===== config.mk =====
export PLATFORM = sky130hd
export DESIGN_NAME = phy_rx_block_sync
export DESIGN_NICKNAME = d
export VERILOG_FILES = /design/src/rtl/phy_pkg.sv /design/src/rtl/phy_rx_block_sync.sv
export SDC_FILE = /design/constraint.sdc
export NUM_CORES = 1
export LEC_CHECK = 0
export CAP_MARGIN = 20
export CORE_ASPECT_RATIO = 1.25
export CORE_MARGIN = 4
export CORE_UTILIZATION = 46
export DETAILED_ROUTE_END_ITERATION = 7
export PLACE_DENSITY = 0.87
export RECOVER_POWER = 100
export SYNTH_ARGS = -nofsm -noshare
export SYNTH_HDL_FRONTEND = slang
export SYNTH_SLANG_ARGS = --single-unit

===== constraint.sdc =====
create_clock -name i_rx_clk -period 4.7 [get_ports i_rx_clk]
set_input_delay 0.47 -clock i_rx_clk [delete_from_list [all_inputs] [get_ports i_rx_clk]]
set_output_delay 0.47 -clock i_rx_clk [all_outputs]
set_load 0.05 [all_outputs]

===== src/rtl/phy_pkg.sv =====
// Shared PHY definitions: sync header encodings, block-sync FSM states and
// default tuning constants for the 64B/66B receive synchronizer.
`timescale 1ns/1ps

package phy_pkg;

    localparam logic [1:0] SYNC_DATA = 2'b01;
    localparam logic [1:0] SYNC_CTRL = 2'b10;

    typedef enum logic [1:0] {
        HUNT,
        SLIP,
        SLIP_WAIT,
        LOCKED
    } sync_state_t;

    localparam int unsigned LOCK_CNT_DEF  = 64;
    localparam int unsigned ERR_WIN_DEF   = 64;
    localparam int unsigned ERR_MAX_DEF   = 16;
    localparam int unsigned SLIP_WAIT_DEF = 32;

    function automatic logic hdr_legal(input logic [1:0] hdr);
        return (hdr == SYNC_DATA) || (hdr == SYNC_CTRL);
    endfunction

endpackage


===== src/rtl/phy_rx_block_sync.sv =====
// 64B/66B receive block synchronizer: hunts for header alignment via GT bit
// slips, holds lock under a windowed error budget, and gates payload on lock.
`timescale 1ns/1ps

module phy_rx_block_sync
    import phy_pkg::*;
#(
    parameter int unsigned P_LOCK_CNT  = LOCK_CNT_DEF,
    parameter int unsigned P_ERR_WIN   = ERR_WIN_DEF,
    parameter int unsigned P_ERR_MAX   = ERR_MAX_DEF,
    parameter int unsigned P_SLIP_WAIT = SLIP_WAIT_DEF
) (
    input  logic        i_rx_clk,
    input  logic        i_rx_rst_n,
    input  logic [63:0] i_rx_data,
    input  logic        i_rx_valid,
    input  logic [1:0]  i_rx_header,
    input  logic        i_rx_header_valid,
    output logic        o_rx_slipbit,
    output logic        o_block_lock,
    output logic [63:0] o_rx_data,
    output logic [1:0]  o_rx_header,
    output logic        o_rx_valid,
    output logic [7:0]  o_slip_cnt
);

    localparam int unsigned W_SH   = $clog2(P_LOCK_CNT + 1);
    localparam int unsigned W_WIN  = $clog2(P_ERR_WIN + 1);
    localparam int unsigned W_ERR  = $clog2(P_ERR_MAX + 1);
    localparam int unsigned W_WAIT = $clog2(P_SLIP_WAIT + 1);

    localparam logic [W_SH-1:0]   SH_LAST   = W_SH'(P_LOCK_CNT - 1);
    localparam logic [W_WIN-1:0]  WIN_END   = W_WIN'(P_ERR_WIN);
    localparam logic [W_ERR-1:0]  ERR_END   = W_ERR'(P_ERR_MAX);
    localparam logic [W_WAIT-1:0] WAIT_LAST = W_WAIT'(P_SLIP_WAIT - 1);

    sync_state_t        r_state, w_state_nxt;
    logic [W_SH-1:0]    r_sh_cnt, w_sh_nxt;
    logic [W_WIN-1:0]   r_win_cnt, w_win_nxt, w_win_inc;
    logic [W_ERR-1:0]   r_err_cnt, w_err_nxt, w_err_inc;
    logic [W_WAIT-1:0]  r_wait_cnt, w_wait_nxt;
    logic [7:0]         r_slip_cnt, w_slip_nxt;
    logic [63:0]        r_data;
    logic [1:0]         r_hdr;
    logic               r_valid;
    logic               w_legal;

    always_comb begin
        w_state_nxt = r_state;
        w_sh_nxt    = r_sh_cnt;
        w_win_nxt   = r_win_cnt;
        w_err_nxt   = r_err_cnt;
        w_wait_nxt  = r_wait_cnt;
        w_slip_nxt  = r_slip_cnt;
        w_legal     = hdr_legal(i_rx_header);
        w_win_inc   = r_win_cnt + 1'b1;
        w_err_inc   = w_legal ? r_err_cnt : r_err_cnt + 1'b1;

        unique case (r_state)
            HUNT: begin
                if (i_rx_header_valid) begin
                    if (!w_legal) begin
                        w_state_nxt = SLIP;
                        w_sh_nxt    = '0;
                    end else if (r_sh_cnt == SH_LAST) begin
                        w_state_nxt = LOCKED;
                        w_sh_nxt    = '0;
                        w_win_nxt   = '0;
                        w_err_nxt   = '0;
                    end else begin
                        w_sh_nxt = r_sh_cnt + 1'b1;
                    end
                end
            end
            SLIP: begin
                w_state_nxt = SLIP_WAIT;
                w_wait_nxt  = '0;
                if (r_slip_cnt != '1) begin
                    w_slip_nxt = r_slip_cnt + 1'b1;
                end
            end
            SLIP_WAIT: begin
                // Timer runs on every clock, qualified or not.
                if (r_wait_cnt == WAIT_LAST) begin
                    w_state_nxt = HUNT;
                    w_wait_nxt  = '0;
                    w_sh_nxt    = '0;
                    w_win_nxt   = '0;
                    w_err_nxt   = '0;
                end else begin
                    w_wait_nxt = r_wait_cnt + 1'b1;
                end
            end
            LOCKED: begin
                if (i_rx_header_valid) begin
                    // Error limit is tested first so it wins on a window boundary.
                    if (w_err_inc == ERR_END) begin
                        w_state_nxt = SLIP;
                        w_win_nxt   = '0;
                        w_err_nxt   = '0;
                    end else if (w_win_inc == WIN_END) begin
                        w_win_nxt = '0;
                        w_err_nxt = '0;
                    end else begin
                        w_win_nxt = w_win_inc;
                        w_err_nxt = w_err_inc;
                    end
                end
            end
        endcase
    end

    always_ff @(posedge i_rx_clk or negedge i_rx_rst_n) begin
        if (!i_rx_rst_n) begin
            r_state    <= HUNT;
            r_sh_cnt   <= '0;
            r_win_cnt  <= '0;
            r_err_cnt  <= '0;
            r_wait_cnt <= '0;
            r_slip_cnt <= '0;
            r_data     <= '0;
            r_hdr      <= '0;
            r_valid    <= 1'b0;
        end else begin
            r_state    <= w_state_nxt;
            r_sh_cnt   <= w_sh_nxt;
            r_win_cnt  <= w_win_nxt;
            r_err_cnt  <= w_err_nxt;
            r_wait_cnt <= w_wait_nxt;
            r_slip_cnt <= w_slip_nxt;
            r_data     <= i_rx_data;
            r_hdr      <= i_rx_header;
            r_valid    <= i_rx_valid && (r_state == LOCKED);
        end
    end

    assign o_rx_slipbit = (r_state == SLIP);
    assign o_block_lock = (r_state == LOCKED);
    assign o_rx_data    = r_data;
    assign o_rx_header  = r_hdr;
    assign o_rx_valid   = r_valid;
    assign o_slip_cnt   = r_slip_cnt;

endmodule


==> results of run 1 <==
-- cell usage in the layout, fill, tap and decap left out, types with 3 or more instances in the layout --
cell type,synthesis,final
dlygate4sd3_1,0,143
dfrtp_1,102,102
nand2_1,31,31
o21ai_0,23,24
nand3_1,15,15
ha_1,11,11
nor2_1,10,10
clkbuf_8,0,10
xnor2_1,7,7
nand4_1,6,6
a21oi_1,6,6
inv_1,5,5
xor2_1,5,5
and3_1,5,5
or3_1,4,4
nor3_1,4,4
nand2b_1,3,3
mux2i_1,3,3
nor2b_1,3,3
o211ai_1,2,3
a22o_1,3,3
bufinv_16,0,3
-- area by class of cell --
type	count	area share, %
multi-input cells	170	20.0
inverters	5	0.342
well taps	95	2.16
flip-flops and latches	102	46.4
clock buffers	11	2.57
clock inverters	5	1.89
repair buffers	147	26.6
-- flip-flops by register name, summed over array words and instances (netlist names) --
| signal | flops |
|---|---|
| r_err_cnt | 5 |
| r_sh_cnt | 7 |
| r_state | 2 |
| r_win_cnt | 7 |
| o_slip_cnt | 8 |
| o_rx_data | 64 |
| r_wait_cnt | 6 |
| o_rx_valid | 1 |
| o_rx_header | 2 |
-- critical path: stages --
cell and delay (ns):
dlygate4sd3_1 0.61, xnor2_1 0.59, nand4_1 0.21, xor2_1 0.20, o21ai_0 0.57, and3_1 0.32, mux2i_1 0.21
-- per-layer routing --
metal  routed length (um)  up-vias  GRT usage (%)
li1                     -     1286              -
met1                 3380     1353           23.2
met2                 4840      100           33.9
met3                  689        4           5.03
met4                   52        0           5.51
met5                    0        -              0
-- stage by stage --
stage          utilization [%]  setup WS, ns  instance area (um2)
3_5_place_dp              67.1          1.79                 5260
2_1_floorplan                -          2.60                 3700
5_1_grt                   70.1          1.42                 5500
3_3_place_gp              67.1          1.87                 5260
4_1_cts                   70.3          2.14                 5510
6_report                  70.1          1.79                 5500
-- worst max-delay path by stage --
stage | to | slack (ns) | depth (start not counted)
after floorplan | r_err_cnt[2] | 2.60 | 6
after global placement | r_err_cnt[1] | 1.87 | 7
after detailed placement | r_win_cnt[0] | 1.79 | 7
after CTS | r_err_cnt[1] | 2.14 | 7
after global routing | o_rx_data[20] | 1.42 | 2
final | r_state[0] | 1.79 | 7
-- logic make-up after synthesis --
group	Yosys count	share of synthesized area (%)
and+or+nand+nor	90	12.1
muxes	4	1.12
adders and majority gates	11	3.72
AOI/OAI and AO/OA	52	9.64
DFF	102	69.0
buffers and inverters	10	1.05
xor gates and xnor gates	13	3.28
-- cells in the mapped netlist, types with 2 or more instances --
cell type and number:
or3_1 4, nor2b_1 3, xor2_1 5, nor2_1 10
nand2_1 31, xnor2_1 7, a22o_1 3, nor4b_1 2
o21a_1 2, dfrtp_1 102, nor3_1 4, and2_1 2
o31ai_1 2, o211ai_1 2, a21oi_1 6, nand2b_1 3
o2bb2ai_1 2, o21ai_0 23, nand3_1 15, clkbuf_1 4
nand4_1 6, inv_1 5, a21o_1 2, and3_1 5
a32o_1 2, ha_1 11, mux2i_1 3
-- report_power, final --
part | internal (W) | switching [W]
logic | 0.000280 | 0.000549
clock network | 0.000370 | 0.000285
registers | 0.000971 | 0.0000828
total | 0.00162 | 0.000917
==> flow_metrics.py, run 1 <==
metrics = {
    "finish": {
        "n_antenna_cell": 0,
        "drive_gt1_share_pct": 4.77,
        "nets": 516,
        "synthToLayoutAreaGrowth_pct": 48.6,
        "fill_cells": 559,
        "seqCellArea_mm2": 0.00255,
        "finalNonFillerCells": 535,
        "multi_input_area_mm2": 0.00110,
    },
    "outcome": {
        "status": "finished, violations left",
        "violations": "capacitance limit, slew limit",
    },
    "critical_path": {
        "regToRegSetupSlack_ns": 2.22,
        "worst_setup_path_start_kind": "primary input",
        "worstSetupPathType": "primary input to register",
        "critPathMaxFanout": 9,
        "r2r_cells": 7,
        "worstSetupEndpointType": "register",
        "crit_arrival_ns": 3.18,
        "crit_start": "i_rx_header[1]",
        "r2r_start": "r_err_cnt[0]",
        "worstPathRequired_ns": 4.97,
        "worstReg2RegEnd": "r_state[0]",
    },
    "yosys": {
        "synth_seq_cells": 102,
        "synth-edff-count": 0,
        "ys.flop_type": "dfrtp_1",
        "yosys_warnings": 0,
        "async_flop_share_pct": 100,
        "yosysUniqueCellTypes": 43,
        "postSynthAreaPerCell_um2": 13.1,
        "yosysTopAreaCellShare_pct": 69.0,
        "synth_area_mm2": 0.00370,
        "syn_nets": 363,
        "ys_seq_area_share_pct": 69.0,
        "yosys.area.top_type": "dfrtp_1",
        "ys_top_cells_by_area": "dfrtp_1 69%, ha_1 3.7%, nand2_1 3.1%",
        "synthCells": 282,
    },
    "sta": {
        "rsz0062_at_grt": "false",
        "hold_viol_final": 0,
        "max-slew-margin-rel_pct": -66.6,
        "fin_skew_ns": 0.00827,
        "finalSetupViolations": 0,
        "slew_viol_final": 49,
        "timing.setup.tns_ns": 0,
        "max_freq_ghz": 0.343,
        "hold_slack_ns": 0.511,
        "tightest_slew_ns": 2.50,
        "period_needed_ns": 2.91,
        "fin_crit_sh_pct": 62.0,
    },
    "placed_design": {
        "dp_cells": 519,
        "io_buffers": 146,
        "dpl.hpwl_mm": 6.90,
        "gp_congestion": 0.913,
    },
    "worst_hold_path": {
        "whs_path_depth": 2,
        "min_path_type": "register to register",
        "whs_endpoint": "r_sh_cnt[1]",
        "hp-start": "r_sh_cnt[1]",
    },
    "clock_network": {
        "cts_resized": 0,
        "clockBufferDepth": 2,
        "path_clk_slew_ns": 0.09,
        "clock-sinks": 102,
        "hold_buffers": 0,
        "clock_latency_ns": 0.35,
        "root_buffer": "clkbuf_8",
        "cts_buffers": 9,
        "post_cts_buffers": 0,
        "cts_max_level": 3,
        "cts_tree": "done",
    },
    "detailed_routing": {
        "drc_errors": 0,
        "wirelength_mm": 8.97,
        "drtPass1Iterations": 4,
        "routedWlPerCell_um": 16.8,
        "vias": 2743,
        "drt_iter0_markers": 165,
        "drtAntennaViolNets": 0,
        "via_per_inst": 5.13,
    },
    "floorplanning": {
        "fp.dieH_um": 108,
        "start_util_pct": 47.2,
        "rows": 36,
        "core_area_mm2": 0.00784,
        "fp.dieW_um": 88.2,
        "io_pins": 147,
        "dieArea_mm2": 0.00954,
    },
    "pwr": {
        "power.total_w": 0.00254,
        "p_leak_nw": 2.43,
        "irDropWorstVdd_v": 0.000312,
        "powerDensity_mw_per_mm2": 462,
    },
    "global_route": {
        "grt_pass1_wl_mm": 14.1,
        "grt-ovfl-total": 0,
        "antenna_found_initial": 0,
        "track_usage_pct": 19.3,
        "grt_max_degree": 56,
        "grt_pass1_vias": 2828,
    },
    "run": {
        "cap_violations": 1,
    },
}
(Power assumes the default switching activity.)
==> run 2, diff against run 1 <==
CORE_UTILIZATION = 39   (was 46)
PLACE_DENSITY = 0.79   (was 0.87)
clock period = 2.4 ns   (was 4.7 ns; I/O delays follow)
==> flow_metrics.py, run 2 (synthesized netlist as in run 1, its figures left out) <==
metrics = {
    "pwr": {
        "powerDensity_mw_per_mm2": 929,
        "p_sw_w": 0.00187,
        "p_comb_share_pct": 32.5,
        "pwr-share-seq_pct": 39.2,
        "p_clk_share_pct": 28.3,
        "p_leak_nw": 2.49,
        "power.total_w": 0.00526,
        "switching_share_pct": 35.6,
        "p_int_w": 0.00339,
        "irDropWorstVdd_v": 0.000634,
    },
    "sta": {
        "max-slew-margin-rel_pct": 17.3,
        "hold_viol_final": 0,
        "max_freq_ghz": 0.446,
        "fin_skew_ns": 0.00563,
        "rsz0062_at_grt": "false",
        "tightest_slew_ns": 1.24,
        "finalSetupViolations": 0,
        "slew_viol_final": 0,
        "fin_crit_sh_pct": 93.5,
        "period_needed_ns": 2.24,
    },
    "clock_network": {
        "cts_resized": 0,
        "clock-sinks": 102,
        "clock_latency_ns": 0.34,
        "post_cts_buffers": 0,
        "cts_max_level": 3,
        "path_clk_slew_ns": 0.07,
        "clockBufferDepth": 2,
        "cts_tree": "done",
        "root_buffer": "clkbuf_16",
        "hold_buffers": 1,
        "cts_buffers": 9,
    },
    "critical_path": {
        "worstSetupEndpointType": "register",
        "crit_family": "simple AND/OR/NAND/NOR gates",
        "worst_setup_path_start_kind": "register",
        "worstPathRequired_ns": 2.65,
        "regToRegSetupSlack_ns": 0.16,
        "crit_chain": "ha_1 > xor2_1 > nor4b_1 > o211ai_1 > o21ai_2 > and3_1 > mux2i_1",
        "worstSetupPathType": "register to register",
        "crit_arrival_ns": 2.50,
        "crit_slowest_cell": "dfrtp_1",
        "critPathMaxFanout": 6,
        "critPathBufInv": 0,
        "cpPeakStageDelay_ns": 0.43,
    },
    "outcome": {
        "status": "complete, no violations",
    },
    "finish": {
        "layout_common_cells": "143 x dlygate4sd3_1, 102 x dfrtp_1, 31 x nand2_1, 23 x o21ai_0, 15 x nand3_1",
        "nets": 525,
        "final_area_mm2": 0.00567,
        "fill_cells": 715,
        "largest_reg_flops": 64,
        "synthToLayoutAreaGrowth_pct": 53.3,
        "final_common_cell": "dlygate4sd3_1",
        "drive_gt1_share_pct": 6.46,
    },
    "global_route": {
        "antenna_found_initial": 1,
        "grt-ovfl-total": 0,
        "grt_pass1_wl_mm": 13.6,
        "track_usage_pct": 16.3,
        "grt_max_degree": 96,
        "grt_pass1_vias": 2722,
    },
    "floorplanning": {
        "io_pins": 147,
        "fp.dieW_um": 95.1,
        "core_area_mm2": 0.00922,
        "rows": 39,
        "dieArea_mm2": 0.0111,
        "start_util_pct": 40.1,
        "fp.dieH_um": 117,
    },
    "detailed_routing": {
        "drtPass1Iterations": 4,
        "wirelength_mm": 8.59,
        "routedWlPerCell_um": 15.0,
        "drc_errors": 0,
        "drtAntennaViolNets": 0,
        "vias": 2765,
        "via_per_inst": 4.83,
        "drt_iter0_markers": 129,
    },
    "placed_design": {
        "gp_congestion": 0.771,
        "dpl_cell_area_mm2": 0.00537,
        "io_buffers": 146,
        "dpl.hpwl_mm": 6.55,
    },
    "run": {
        "cap_violations": 0,
    },
    "worst_hold_path": {
        "min_path_type": "primary input to asynchronous set/reset pin",
    },
}
[run 2: cell type report]
cell class	count	area, um2	area share [%]
timing repair buffer	156	1530	26.9
antenna	1	2.50	0.0441
clock buffer	11	253	4.46
inverter	5	18.8	0.331
multi-input combinational	170	1100	19.4
tap	123	154	2.71
sequential	102	2550	45.0
clock inverter	5	65.1	1.15
[run 2: power by group through the flow]
stage	registers, W	logic, W	clock network, W
after CTS	0.00207	0.00180	0.00154
after floorplan	0.00243	0.000793	0
after global routing	0.00209	0.00186	0.00162
after detailed placement	0.00210	0.00179	0
final	0.00207	0.00171	0.00149
after global placement	0.00209	0.00175	0
[run 2: metal layers]
metal / track usage [%] / routed length, um / up-vias
met5: 0 / 0 / -
met4: 7.51 / 259 / 0
met3: 4.48 / 696 / 20
met2: 28.9 / 4480 / 116
met1: 18.2 / 3150 / 1317
li1: - / - / 1312
[run 2: worst paths after layout]
check | start | endpoint | cells past startpoint
hold reg to reg | o_slip_cnt[7] | o_slip_cnt[7] | 1
max in group asynchronous | i_rx_rst_n | r_sh_cnt[3] | 3
setup reg to reg | r_err_cnt[0] | r_state[1] | 7
hold / removal | i_rx_rst_n | o_rx_data[44] | 2
min in group i_rx_clk | i_rx_data[37] | o_rx_data[37] | 1
setup / recovery | r_err_cnt[0] | r_state[1] | 7
[run 2: per-stage QoR]
step	util (%)	hold WS [ns]	setup slack [ns]	TNS, ns	instances
2_1_floorplan	-	-0.0556	0.301	0	282
4_1_cts	61.8	0.241	0.142	0	572
3_5_place_dp	58.2	0.0633	-0.0609	-0.297	555
5_1_grt	61.5	0.372	0.0274	0	573
6_report	61.5	0.333	0.157	0	573
3_3_place_gp	58.2	0.0644	0.0155	0	555
